--- config.mk ---
export PLATFORM = sky130hd
export DESIGN_NAME = minimax_uart_tx_flat
export DESIGN_NICKNAME = d
export VERILOG_FILES = /design/src/rtl/minimax_uart_pkg.sv /design/src/rtl/minimax_uart_tx_if.sv /design/src/rtl/minimax_fifo.sv /design/src/rtl/minimax_uart_tx.sv /design/src/flat_wrapper.sv
export SDC_FILE = /design/constraint.sdc
export NUM_CORES = 1
export LEC_CHECK = 0
export CORE_MARGIN = 1
export CORE_UTILIZATION = 30
export CTS_BUF_LIST = sky130_fd_sc_hd__clkbuf_2 sky130_fd_sc_hd__clkbuf_4 sky130_fd_sc_hd__clkbuf_8
export DETAILED_ROUTE_END_ITERATION = 7
export PLACE_DENSITY = 0.57
export SYNTH_ARGS = -nofsm -noshare
export SYNTH_HDL_FRONTEND = slang
export SYNTH_SLANG_ARGS = --single-unit
--- constraint.sdc ---
create_clock -name clk -period 4.1 [get_ports clk]
set_input_delay 1.025 -clock clk [delete_from_list [all_inputs] [get_ports clk]]
set_output_delay 1.025 -clock clk [all_outputs]
set_load 0.01 [all_outputs]
--- src/rtl/minimax_uart_pkg.sv ---
// Shared constants for the minimax UART transmitter: register offsets,
// STATUS bit positions and the shifter state encoding.
package minimax_uart_pkg;

  localparam logic [3:0] OFF_TXDATA = 4'h0;
  localparam logic [3:0] OFF_STATUS = 4'h4;
  localparam logic [3:0] OFF_DIV    = 4'h8;

  localparam int ST_FULL  = 0;
  localparam int ST_EMPTY = 1;
  localparam int ST_BUSY  = 2;
  localparam int ST_OVF   = 3;

  typedef enum logic [1:0] {
    TX_IDLE  = 2'd0,
    TX_START = 2'd1,
    TX_DATA  = 2'd2,
    TX_STOP  = 2'd3
  } tx_state_t;

endpackage

--- src/rtl/minimax_uart_tx_if.sv ---
// Minimax data-bus slave port: core address/write/read-request in, registered read data out.
interface minimax_uart_tx_if;
  logic [31:0] addr;
  logic [31:0] wdata;
  logic [3:0]  wmask;
  logic        rreq;
  logic [31:0] rdata;

  modport master (output addr, output wdata, output wmask, output rreq, input rdata);
  modport slave  (input addr, input wdata, input wmask, input rreq, output rdata);
endinterface

--- src/rtl/minimax_fifo.sv ---
// Byte FIFO, DEPTH entries (power of two). Pushes while full and pops while
// empty are ignored; full/empty are evaluated on the count at cycle start.
module minimax_fifo #(
  parameter int DEPTH = 8,
  localparam int AW = $clog2(DEPTH),
  localparam int CW = AW + 1
) (
  input  logic          clk,
  input  logic          reset,
  input  logic          push,
  input  logic [7:0]    push_data,
  input  logic          pop,
  output logic [7:0]    pop_data,
  output logic          full,
  output logic          empty,
  output logic [CW-1:0] count
);

  logic [7:0]    mem [DEPTH];
  logic [AW-1:0] wr_ptr;
  logic [AW-1:0] rd_ptr;
  logic          do_push;
  logic          do_pop;

  assign full     = (count == CW'(DEPTH));
  assign empty    = (count == '0);
  assign do_push  = push && !full;
  assign do_pop   = pop && !empty;
  assign pop_data = mem[rd_ptr];

  // Pointers wrap naturally because DEPTH is a power of two.
  always_ff @(posedge clk) begin
    if (!reset) begin
      wr_ptr <= '0;
      rd_ptr <= '0;
      count  <= '0;
    end else begin
      if (do_push) wr_ptr <= wr_ptr + 1'b1;
      if (do_pop)  rd_ptr <= rd_ptr + 1'b1;
      case ({do_push, do_pop})
        2'b10:   count <= count + 1'b1;
        2'b01:   count <= count - 1'b1;
        default: ;
      endcase
    end
  end

  always_ff @(posedge clk) begin
    if (do_push) mem[wr_ptr] <= push_data;
  end

endmodule

--- src/rtl/minimax_uart_tx.sv ---
// Memory-mapped 8N1 UART transmitter for the minimax data bus: register block,
// TX byte FIFO and a baud-timed shifter.
//
// state    | meaning
// TX_IDLE  | line high, waiting for a queued byte
// TX_START | start bit (low) for div+1 clocks
// TX_DATA  | 8 data bits, LSB first, div+1 clocks each
// TX_STOP  | stop bit (high); chains straight into TX_START if a byte is queued
module minimax_uart_tx
  import minimax_uart_pkg::*;
#(
  parameter logic [31:0] BASE      = 32'hFFFF_FF00,
  parameter int          DEPTH     = 8,
  parameter logic [15:0] DIV_RESET = 16'd433
) (
  input  logic              clk,
  input  logic              reset,
  minimax_uart_tx_if.slave  bus,
  output logic              txd,
  output logic              irq
);

  localparam int CW = $clog2(DEPTH) + 1;

  logic          sel;
  logic          wr_en;
  logic          rd_en;
  logic [3:0]    off;
  logic          push;
  logic          pop;
  logic [7:0]    fifo_pop_data;
  logic          fifo_full;
  logic          fifo_empty;
  logic [CW-1:0] fifo_count;
  logic          busy;
  logic          unused_bits;

  logic [15:0] div_q;
  logic        ovf_q;
  logic [31:0] rdata_q;
  logic [31:0] rd_value;

  tx_state_t   state_q, state_d;
  logic [15:0] cnt_q, cnt_d;
  logic [15:0] div_frame_q, div_frame_d;
  logic [7:0]  shreg_q, shreg_d;
  logic [2:0]  bit_q, bit_d;
  logic        txd_q, txd_d;
  logic        bit_end;

  assign sel   = (bus.addr[31:4] == BASE[31:4]);
  assign off   = bus.addr[3:0];
  assign wr_en = sel && (bus.wmask != 4'h0);
  assign rd_en = sel && bus.rreq;
  assign push  = wr_en && (off == OFF_TXDATA);

  assign busy        = (state_q != TX_IDLE);
  assign irq         = fifo_empty && (state_q == TX_IDLE);
  assign txd         = txd_q;
  assign bus.rdata   = rdata_q;
  assign unused_bits = ^{bus.wdata[31:16], fifo_count};

  minimax_fifo #(.DEPTH(DEPTH)) u_fifo (
    .clk       (clk),
    .reset     (reset),
    .push      (push),
    .push_data (bus.wdata[7:0]),
    .pop       (pop),
    .pop_data  (fifo_pop_data),
    .full      (fifo_full),
    .empty     (fifo_empty),
    .count     (fifo_count)
  );

  always_comb begin
    rd_value = '0;
    case (off)
      OFF_STATUS: begin
        rd_value[ST_FULL]  = fifo_full;
        rd_value[ST_EMPTY] = fifo_empty;
        rd_value[ST_BUSY]  = busy;
        rd_value[ST_OVF]   = ovf_q;
      end
      OFF_DIV: rd_value[15:0] = div_q;
      default: ;
    endcase
  end

  // Reads see pre-write register values since rd_value comes from current state.
  always_ff @(posedge clk) begin
    if (!reset) begin
      div_q   <= DIV_RESET;
      ovf_q   <= 1'b0;
      rdata_q <= '0;
    end else begin
      rdata_q <= rd_en ? rd_value : '0;
      if (wr_en && (off == OFF_DIV)) div_q <= bus.wdata[15:0];
      if (push && fifo_full)
        ovf_q <= 1'b1;
      else if (wr_en && (off == OFF_STATUS) && bus.wdata[ST_OVF])
        ovf_q <= 1'b0;
    end
  end

  assign bit_end = (cnt_q == '0);

  always_comb begin
    state_d     = state_q;
    cnt_d       = cnt_q;
    div_frame_d = div_frame_q;
    shreg_d     = shreg_q;
    bit_d       = bit_q;
    pop         = 1'b0;
    case (state_q)
      TX_IDLE: begin
        if (!fifo_empty) begin
          pop         = 1'b1;
          shreg_d     = fifo_pop_data;
          cnt_d       = div_q;
          div_frame_d = div_q;
          state_d     = TX_START;
        end
      end
      TX_START: begin
        if (bit_end) begin
          cnt_d   = div_frame_q;
          bit_d   = 3'd0;
          state_d = TX_DATA;
        end else begin
          cnt_d = cnt_q - 16'd1;
        end
      end
      TX_DATA: begin
        if (bit_end) begin
          cnt_d   = div_frame_q;
          shreg_d = shreg_q >> 1;
          bit_d   = bit_q + 3'd1;
          if (bit_q == 3'd7) state_d = TX_STOP;
        end else begin
          cnt_d = cnt_q - 16'd1;
        end
      end
      TX_STOP: begin
        if (bit_end) begin
          // A queued byte starts immediately; divisor is re-sampled per frame.
          if (!fifo_empty) begin
            pop         = 1'b1;
            shreg_d     = fifo_pop_data;
            cnt_d       = div_q;
            div_frame_d = div_q;
            state_d     = TX_START;
          end else begin
            state_d = TX_IDLE;
          end
        end else begin
          cnt_d = cnt_q - 16'd1;
        end
      end
      default: state_d = TX_IDLE;
    endcase

    case (state_d)
      TX_START: txd_d = 1'b0;
      TX_DATA:  txd_d = shreg_d[0];
      default:  txd_d = 1'b1;
    endcase
  end

  always_ff @(posedge clk) begin
    if (!reset) begin
      state_q     <= TX_IDLE;
      cnt_q       <= '0;
      div_frame_q <= '0;
      shreg_q     <= '0;
      bit_q       <= '0;
      txd_q       <= 1'b1;
    end else begin
      state_q     <= state_d;
      cnt_q       <= cnt_d;
      div_frame_q <= div_frame_d;
      shreg_q     <= shreg_d;
      bit_q       <= bit_d;
      txd_q       <= txd_d;
    end
  end

endmodule

--- src/flat_wrapper.sv ---
// flat-port wrapper written by rule: the top's interface ports become plain ports
module minimax_uart_tx_flat import minimax_uart_pkg::*;
#(
  parameter logic [31:0] BASE      = 32'hFFFF_FF00,
  parameter int          DEPTH     = 8,
  parameter logic [15:0] DIV_RESET = 16'd433
)
  (clk, reset, txd, irq, bus_addr, bus_wdata, bus_wmask, bus_rreq, bus_rdata);
  minimax_uart_tx_if bus_i ();
  input  logic clk;
  input  logic reset;
  output logic txd;
  output logic irq;
  input wire logic [$bits(bus_i.addr)-1:0] bus_addr;
  input wire logic [$bits(bus_i.wdata)-1:0] bus_wdata;
  input wire logic [$bits(bus_i.wmask)-1:0] bus_wmask;
  input wire logic [$bits(bus_i.rreq)-1:0] bus_rreq;
  output wire logic [$bits(bus_i.rdata)-1:0] bus_rdata;
  assign bus_i.addr = bus_addr;
  assign bus_i.wdata = bus_wdata;
  assign bus_i.wmask = bus_wmask;
  assign bus_i.rreq = bus_rreq;
  assign bus_rdata = bus_i.rdata;
  minimax_uart_tx #(.BASE(BASE), .DEPTH(DEPTH), .DIV_RESET(DIV_RESET)) u_core (.clk(clk), .reset(reset), .bus(bus_i), .txd(txd), .irq(irq));
endmodule
After elaboration in Yosys (flattened, before gate mapping)
Memories as Yosys holds them, arrays and structs flattened. A register that Yosys moved wholly into a read port is not among the register bits.
Cells that the tools add are included.
{ "classes": {"addsub": 6, "eq_ne": 15, "muxes": 33, "n_reduce_logical": 29} }
{ "ops": {"columns": ["operator", "n"], "rows": [
  ["$mux W16", 5],
  ["$pmux W16 S3", 1],
  ["$pmux W16 S2", 1],
  ["$eq A28 B28 Y1 const B", 1],
  ["$mux W8", 3],
  ["$pmux W8 S3", 1],
  ["$logic_not A16 Y1", 1],
  ["$pmux W4 S2", 2],
  ["$sub A16 B1 Y16 const B", 1],
  ["$mux W3", 4],
  ["$logic_and A1 B1 Y1", 10],
  ["$mux W2", 5],
  ["$reduce_bool A2 Y1", 5],
  ["$add A3 B1 Y3 const B", 3],
  ["$reduce_and A3 Y1", 3],
  ["$eq A2 B2 Y1 const B", 4],
  ["$eq A4 B4 Y1 const B", 2],
  ["$logic_not A4 Y1", 2],
  ["$pmux W2 S4", 1],
  ["$mux W1", 7],
  ["$eq A2 B1 Y1 const B", 3],
  ["$ne A2 B1 Y1 const B", 3],
  ["$pmux W3 S2", 1],
  ["$add A4 B1 Y4 const B", 1],
  ["other kinds (10)", 13]
]} }
{ "word_totals": {"register_bits": 105, "ram_bits": 64, "inputBits": 71, "output_inout_bits": 34, "elab_cells": 99, "n_memories": 1} }
{ "mem_list": {"columns": ["name", "words", "width", "rd", "rd_clocked_by_memory_dff", "wr", "line", "text"], "rows": [
  ["u_core.u_fifo.mem", 8, 8, 1, 1, 1, "minimax_fifo.sv:19", "logic [7:0] mem [DEPTH];"]
]} }

Longest topological paths before layout
Gate-level depths: netlist of the first run.
{ "logic_depth": {"depth_word": 7, "ltp_mapped": 13, "ltp_nobuf": 13} }

By module
A second synthesis of the first run with hierarchy kept.
{ "hier_totals": {"cells_unflattened": 601, "hier_area_um2": 7143.1} }
{ "by_module_without_submodules": {"columns": ["mod", "instances", "cells_per_inst", "area_per_inst_um2", "seq_area_each_um2"], "rows": [
  ["minimax_uart_tx", 1, 433, 4006.3, 1581.5],
  ["minimax_fifo", 1, 168, 3136.8, 2182.1]
]} }

Worst setup path after synthesis of the first run
Ideal clock, no wire load.
{ "synth_path": {"path_kind": "input to register", "start": "input port bus_addr[5]", "end": "register u_core.u_fifo.count[2]", "setup_ps": 70, "arrival_ps": 3766, "required_ps": 4030, "path_slack_ps": 263, "path_stages": 12, "path_buffers": 0, "cell_sequence": "or4b_4 > nor4_4 > nand3_2 > nor4b_4 > inv_1 > ha_1 > xor2_1 > ha_1 > a21oi_1 > xor2_1 > or3_1 > a21oi_1"} }
{ "synth_via": {"elab_chain_cells": 6, "word_cells_on_any_way": 8, "cone_classes": "3 x eq/ne; 1 x mux; 4 x reduce/logical"} }
{ "synth_lines": {"columns": ["item", "line", "text"], "rows": [
  ["start: declaration", "flat_wrapper.sv:14", "input wire logic [$bits(bus_i.addr)-1:0] bus_addr;"],
  ["$eq A28 B28 Y1 *", "minimax_uart_tx.sv:51", "assign sel = (bus.addr[31:4] == BASE[31:4]);"],
  ["$logic_and A1 B1 Y1 *", "minimax_uart_tx.sv:53", "assign wr_en = sel && (bus.wmask != 4'h0);"],
  ["$logic_and A1 B1 Y1 *", "minimax_uart_tx.sv:55", "assign push = wr_en && (off == OFF_TXDATA);"],
  ["$logic_and A1 B1 Y1 *", "minimax_fifo.sv:27", "assign do_push = push && !full;"],
  ["$eq A2 B1 Y1 or $eq A2 B2 Y1 (tied branches)", "minimax_fifo.sv:40", "case ({do_push, do_pop})"],
  ["$pmux W4 S2 or $reduce_bool A2 Y1 (tied branches)", null, null],
  ["end signal: assignment", "minimax_fifo.sv:41", "2'b10: count <= count + 1'b1;"],
  ["end signal: assignment", "minimax_fifo.sv:42", "2'b01: count <= count - 1'b1;"],
  ["end: declaration", "minimax_fifo.sv:16", "output logic [CW-1:0] count"]
]} }
Every way passes the cells marked *; elsewhere a longest branch is shown, timed or not.
A chain may end at the register's enable or synchronous reset.

Worst setup path after layout of the first run
Ends and elaborated chain as after synthesis.

==> impl_metrics.tcl, run 1 <==
set metrics [dict create \
    final_util_pct 37.09 \
    core_sq_mm 0.02257 \
    path_cells "clkdlybuf4s50_1, or4b_4, nor4_4, nand3_2, nor4b_4, inv_1, ha_1, xor2_1, ha_1, a21oi_1, xor2_1, or3_1, a21oi_1" \
    peakVddDrop_mv 0.1664 \
    grt_usage_pct 14.11 \
    r2r_setup_slack_ns 1.02 \
    root_buffer "clkbuf_8" \
    clock_sink_count 156 \
    drtIter0Drc 310 \
    area_delta_synth_final_pct 21.65 \
    synth-xor-area-share_pct 2.418 \
    num_io_pins 105 \
    setup.worst_path.class "in -> reg" \
    syn_inst 643 \
    instances_no_fill 1021 \
    synth_top_family_by_area "simple AND/OR/NAND/NOR gates" \
    synth_edf_count 64 \
    synth_fa_ha_area_share_pct 2.182 \
    vias_per_cell 4.881 \
    ys.warnings.count 0 \
    p_sw_uw 620.7 \
    crit_required_ns 4.48 \
    end_kind "flop" \
    ys_types 61 \
    synth_ff_type "dfxtp_1" \
    grt_pass1_wl_mm 25.72 \
    diodes 0 \
    post_cts_resized 0 \
    worstMarginPinSlew_ns 0.7885 \
    fmax_ghz 0.2761 \
    p_clk_share_pct 40.8 \
    comb_power_share_pct 4.1 \
    drt_wl_total_mm 16.04 \
    worst_skew_pair.late_latency_ns 0.45 \
    worstPathArrival_ns 4.00 \
    finalHoldViolations 0 \
    syn_area_sq_mm 0.006882 \
    syn_area_per_cell_sq_um 10.70 \
    dp_hpwl_mm 10.95 \
    drc_errors 0 \
    slew_viol_final 0 \
    grt_max_degree 36 \
    relSlewSlack_pct 47.12 \
    post_cts_buffers 0 \
    cts_hold_buf 0 \
    maxCapViolCount 0 \
    power_density_mw_per_mm2 349.5 \
    ys_seq_elements 156 \
    std_cell_rows 55 \
    cellLeakagePower_nw 2.862 \
    synth_compound_area_share_pct 11.29 \
    antenna_found_initial 0 \
    drive_gt1_share_pct 12.23 \
    clock_skew_ns 0.01031 \
    sw_frac_of_total_pct 21.22 \
    path_clk_slew_ns 0.09 \
    p_int_mw 2.305 \
    period_needed_ns 3.622 \
    cts_buffers 17 \
    clock_path_buffers 2 \
    timing.hold.ws_ns 0.4591 \
    die_x_microns 153.5 \
    cp-start-kind "input pin" \
    grt-ovfl-total 0 \
    cts_tree "built" \
    async_flop_share_pct 0 \
    post_drt_wl_per_cell_microns 15.71 \
    critPathSlowestCell "or4b_4" \
    min_path_type "reg -> reg" \
    final_nets 806 \
    synth-simple-area-share_pct 17.42 \
    cp_max_fo 2 \
    h-tree-depth 4 \
    dieArea_sq_mm 0.02355 \
    ant_nets 0 \
    synth_mux_area_share_pct 7.564 \
    grt_pass1_vias 4966 \
    synthTopCellsByArea "edfxtp_1 (28%), dfxtp_1 (27%), nand2_1 (5.5%)" \
    fp.dieH_microns 153.5 \
    post_dp_cell_area_sq_mm 0.007959 \
    status "complete, no violations" \
    gp_congestion 0.7437 \
    placed_cells 989 \
    setup-violations-final 0 \
    port_buffers 72 \
    yosysSeqAreaShare_pct 54.69 \
    fin_area_sq_mm 0.008372 \
    post-route-period-util_pct 88.35 \
    initial_utilization_pct 30.49 \
    num_vias 4983 \
    drt_pass1_iterations 4 \
    critical-path-max-stage-delay_ns 0.54 \
    seqPwrFrac_pct 55.1 \
    synth_top_area_cell "edfxtp_1" \
    rsz0062_at_grt "false" \
    synth_top_area_share_pct 27.93 \
]
layout make-up:
| type | count | area (sq um) |
|---|---|---|
| clock buffers | 21 | 270.3 |
| clock inverters | 11 | 142.6 |
| fillers | 2261 | 14200 |
| inverters | 9 | 33.78 |
| multi-input cells | 440 | 2882 |
| flip-flops and latches | 156 | 3764 |
| well taps | 285 | 356.6 |
| repair buffers | 99 | 923.4 |
power groups by stage:
stage	sequential (mW)	combinational [mW]	clock, mW
floorplan	1.65	0.0495	0
global placement	1.65	0.120	0
detailed placement	1.65	0.120	0
CTS	1.61	0.120	1.22
global route	1.61	0.128	1.29
finish	1.61	0.119	1.19
flip-flops by register name, summed over array words and instances, names as in the netlist, 4 cells and up, named ones only:
| signal | count |
|---|---|
| u_core.shreg_q | 8 |
| u_core.cnt_q | 16 |
| u_core.div_q | 16 |
| u_core.u_fifo.mem | 64 |
| u_core.bus.rdata | 16 |
| u_core.u_fifo.count | 4 |
| u_core.div_frame_q | 16 |
routing by layer:
metal | vias up | GRT usage [%] | routed length [microns]
met3 | 14 | 3.431 | 673
met5 | - | 0 | 0
met1 | 2405 | 18.22 | 7592
met4 | 0 | 5.381 | 317
li1 | 2444 | - | -
met2 | 120 | 22.79 | 7454
worst max-delay path, delay by kind of cell:
family                     cells  cell delay [ns]
and+or+nand+nor                5             1.55
xor gates and xnor gates       2             0.24
buffers and inverters          2             0.49
AOI/OAI and AO/OA              2             0.28
adders and majority gates      2             0.41
cell usage after synthesis, types with 8 or more instances:
master,instances
nor3_1,10
ha_1,12
nand2_1,101
clkbuf_1,27
edfxtp_1,64
xor2_1,10
nor2_1,40
o21ai_0,19
a22oi_1,12
xnor2_1,9
mux4_2,16
a22o_1,8
inv_1,8
dfxtp_1,92
buf_4,16
and2_1,15
mux2i_1,16
a21oi_1,65
nand4_1,9
placed cells by master, fill, tap and decap left out, types with 2 or more instances in the layout:
master,synthesis,routed
nand2_1,101,101
dfxtp_1,92,92
clkdlybuf4s50_1,0,72
a21oi_1,65,65
edfxtp_1,64,64
nor2_1,40,40
buf_4,16,27
o21ai_0,19,19
clkbuf_8,0,18
mux4_2,16,16
mux2i_1,16,16
conb_1,1,16
and2_1,15,15
a22oi_1,12,12
ha_1,12,12
nor3_1,10,10
xor2_1,10,10
nand4_1,9,9
xnor2_1,9,9
inv_1,8,8
a22o_1,8,8
nand3_1,7,7
nor4_1,6,6
or3_1,6,6
nor3b_1,6,6
o22ai_1,6,6
or4_1,5,5
nor2b_1,4,4
clkinvlp_4,0,4
nor4_4,2,3
nand2b_1,3,3
a211oi_1,3,3
clkbuf_4,0,3
bufinv_16,0,3
nor4b_1,2,2
a31oi_1,2,2
o31ai_1,2,2
nand3b_1,2,2
o21a_1,2,2
clkinv_2,0,2
through the flow:
| step | TNS (ns) | setup slack, ns | total power [mW] |
|---|---|---|---|
| 3_5_place_dp | -0.003229 | -0.003229 | 1.769 |
| 6_report | 0 | 0.4775 | 2.926 |
| 3_3_place_gp | 0 | 0.04030 | 1.769 |
| 4_1_cts | 0 | 0.4872 | 2.957 |
| 2_1_floorplan | 0 | 0.2633 | 1.699 |
| 5_1_grt | 0 | 0.2937 | 3.032 |
final timing paths:
| check | from | to | cells after the start |
|---|---|---|---|
| max | bus_addr[5] | u_core.u_fifo.count[2]$_SDFFE_PN0P_ | 13 |
| min | u_core.div_frame_q[7]$_SDFFE_PN0P_ | u_core.div_frame_q[7]$_SDFFE_PN0P_ | 2 |
| max reg2reg | u_core.cnt_q[1]$_SDFF_PN0_ | u_core.u_fifo.count[2]$_SDFFE_PN0P_ | 16 |
| min reg2reg | u_core.div_frame_q[7]$_SDFFE_PN0P_ | u_core.div_frame_q[7]$_SDFFE_PN0P_ | 2 |
kinds of logic (layout without fill, tap and decap cells):
kind of cell,after synthesis,in the layout
flops,156,156
mux,32,32
simple gates,232,232
fa+ha+maj,12,12
compound gates,129,129
other cells,1,16
xor+xnor,19,19
buf+inv,62,140
Note: power is estimated with default switching activity, not from simulation.
==> inputs of run 2 (changes only) <==
Settings changed: GPL_TIMING_DRIVEN from default to 0.
==> run 2 against run 1 <==
  * Count of clock-buffer cells in the layout fell by 4
  * Die area unchanged
  * Clock power barely moved
  * Combinational power rose by 11%
  * Clock skew is 0.0025 ns higher
  * Highest routed layer unchanged
==> impl_metrics.tcl, run 2 (synthesized netlist as in run 1, its figures left out) <==
set metrics [dict create \
    status "complete, no violations" \
    die_x_microns 153.5 \
    initial_utilization_pct 30.49 \
    cts_buffers 17 \
    worstPathArrival_ns 4.06 \
    dieArea_sq_mm 0.02355 \
    drive_gt1_share_pct 12.32 \
    min_path_type "reg -> reg" \
    largest_register "u_core.u_fifo.mem" \
    cts_hold_buf 0 \
    p_sw_uw 731.0 \
    post_drt_wl_per_cell_microns 15.84 \
    cellLeakagePower_nw 2.887 \
    dp_slack_ns -0.3912 \
    seqPwrFrac_pct 55.2 \
    setup-violations-final 0 \
    clock_path_buffers 2 \
    final_util_pct 37.47 \
    slew_viol_final 0 \
    worstMarginPinSlew_ns 0.9421 \
    fmax_ghz 0.2723 \
    wl_met1_mm 7.682 \
    maxCapViolCount 0 \
    grt-ovfl-total 0 \
    whs_endpoint "u_core.div_frame_q[2]$_SDFFE_PN0P_" \
    end_kind "flop" \
    vias_per_cell 4.890 \
    comb_power_share_pct 4.5 \
    clock_sink_count 156 \
    fin_tns_setup_ns 0 \
    path_clk_slew_ns 0.10 \
    finalWorstSetupSlack_ns 0.4271 \
    grt_pass1_vias 4978 \
    dp_hpwl_mm 11.89 \
    fp.dieH_microns 153.5 \
    p_int_mw 2.193 \
    port_buffers 72 \
    drc_errors 0 \
    highest_layer "met4" \
    r2r_cells 13 \
    antenna_found_initial 0 \
    clock_skew_ns 0.01281 \
    drt_wl_total_mm 16.60 \
    timing.hold.ws_ns 0.4593 \
    final_cell_mix "nand2_1 (101), dfxtp_1 (92), clkdlybuf4s50_1 (72), a21oi_1 (65), edfxtp_1 (64)" \
    core_sq_mm 0.02257 \
    std_cell_rows 55 \
    cp-start-kind "input pin" \
    holdPathStages 2 \
    finalPower_mw 2.924 \
    rsz0062_at_grt "false" \
    min_from "u_core.div_frame_q[2]$_SDFFE_PN0P_" \
    power_density_mw_per_mm2 345.8 \
    root_buffer "clkbuf_8" \
    grt_usage_pct 14.80 \
    finalHoldViolations 0 \
    num_io_pins 105 \
    worst_skew_pair.late_latency_ns 0.47 \
    relSlewSlack_pct 36.96 \
    largest_register_ffs 64 \
    grt_pass1_wl_mm 26.74 \
    r2r_setup_slack_ns 0.45 \
    met2_length_mm 7.870 \
    routed-wl-met3_microns 841 \
    p_clk_share_pct 40.3 \
    period_needed_ns 3.673 \
    drtIter0Drc 354 \
    h-tree-depth 4 \
    area_delta_synth_final_pct 22.89 \
    post-route-period-util_pct 89.58 \
    drt_pass1_iterations 5 \
    num_vias 5125 \
    r2r-start "u_core.cnt_q[0]$_SDFF_PN0_" \
    ant_nets 0 \
    diodes 0 \
    sw_frac_of_total_pct 25.00 \
    cts_tree "built" \
    layout.cells.most_common "nand2_1" \
    crit_required_ns 4.49 \
    peakVddDrop_mv 0.1970 \
    setup.worst_path.class "in -> reg" \
    gp_congestion 0.7754 \
    grt_max_degree 18 \
    final_nets 833 \
    r2r_end "u_core.u_fifo.count[2]$_SDFFE_PN0P_" \
    cp_max_fo 5 \
]
-- run 2: stage by stage --
step | cell area [sq um] | instances
2_1_floorplan | 6938 | 658
3_3_place_gp | 8015 | 1015
3_5_place_dp | 8045 | 1015
4_1_cts | 8449 | 1047
5_1_grt | 8457 | 1048
6_report | 8457 | 1048
-- run 2: worst max-delay path by stage --
| stage | startpoint | to | slack, ns | cells after the start |
|---|---|---|---|---|
| detailed placement | bus_addr[5] | u_core.u_fifo.count[2]$_SDFFE_PN0P_ | -0.39 | 13 |
| CTS | bus_addr[5] | u_core.u_fifo.count[2]$_SDFFE_PN0P_ | 0.08 | 13 |
| floorplan | bus_addr[5] | u_core.u_fifo.count[2]$_SDFFE_PN0P_ | 0.26 | 12 |
| finish | bus_addr[5] | u_core.u_fifo.count[2]$_SDFFE_PN0P_ | 0.43 | 13 |
| global route | u_core.cnt_q[0]$_SDFF_PN0_ | u_core.u_fifo.count[2]$_SDFFE_PN0P_ | 0.14 | 13 |
| global placement | bus_addr[5] | u_core.u_fifo.mem[4][5]$_DFFE_PP_ | -0.67 | 7 |
-- run 2: per-layer routing --
metal | GRT usage [%] | vias up
met5 | 0 | -
met4 | 4.810 | 0
met3 | 3.034 | 15
met2 | 24.42 | 155
met1 | 19.37 | 2448
li1 | - | 2507
-- run 2: area by class of cell --
class	count	area (sq um)
fillers	2239	14110
flip-flops and latches	156	3764
multi-input cells	440	2903
repair buffers	73	728.2
well taps	285	356.6
plain buffers	53	267.8
clock buffers	17	234.0
clock inverters	15	170.2
inverters	9	33.78
-- run 2: timing repair --
item | in CTS | in global routing
endpoints found under the setup margin | 0 | 2
setup buffers | 0 | 1
gates resized for setup | 0 | 0
-- run 2: power groups by stage --
| stage | registers, mW | logic [mW] | clock network, mW |
|---|---|---|---|
| global placement | 1.65 | 0.133 | 0 |
| finish | 1.61 | 0.132 | 1.18 |
| floorplan | 1.65 | 0.0495 | 0 |
| CTS | 1.61 | 0.133 | 1.20 |
| global route | 1.61 | 0.143 | 1.26 |
| detailed placement | 1.65 | 0.132 | 0 |
-- run 2: critical path, stage by stage --
cell	delay, ns
clkdlybuf4s50_1	0.40
or4b_4	0.55
nor4_4	0.25
nand3_2	0.18
nor4b_4	0.28
inv_1	0.09
ha_1	0.27
xor2_1	0.16
ha_1	0.19
a21oi_1	0.14
xor2_1	0.10
or3_1	0.31
a21oi_1	0.14
==> inputs of run 3 (changes only) <==
Settings changed: TNS_END_PERCENT from default to 1.
==> results of run 3 <==
No change in the layout: final DEF, timing and power equal those of run 2.
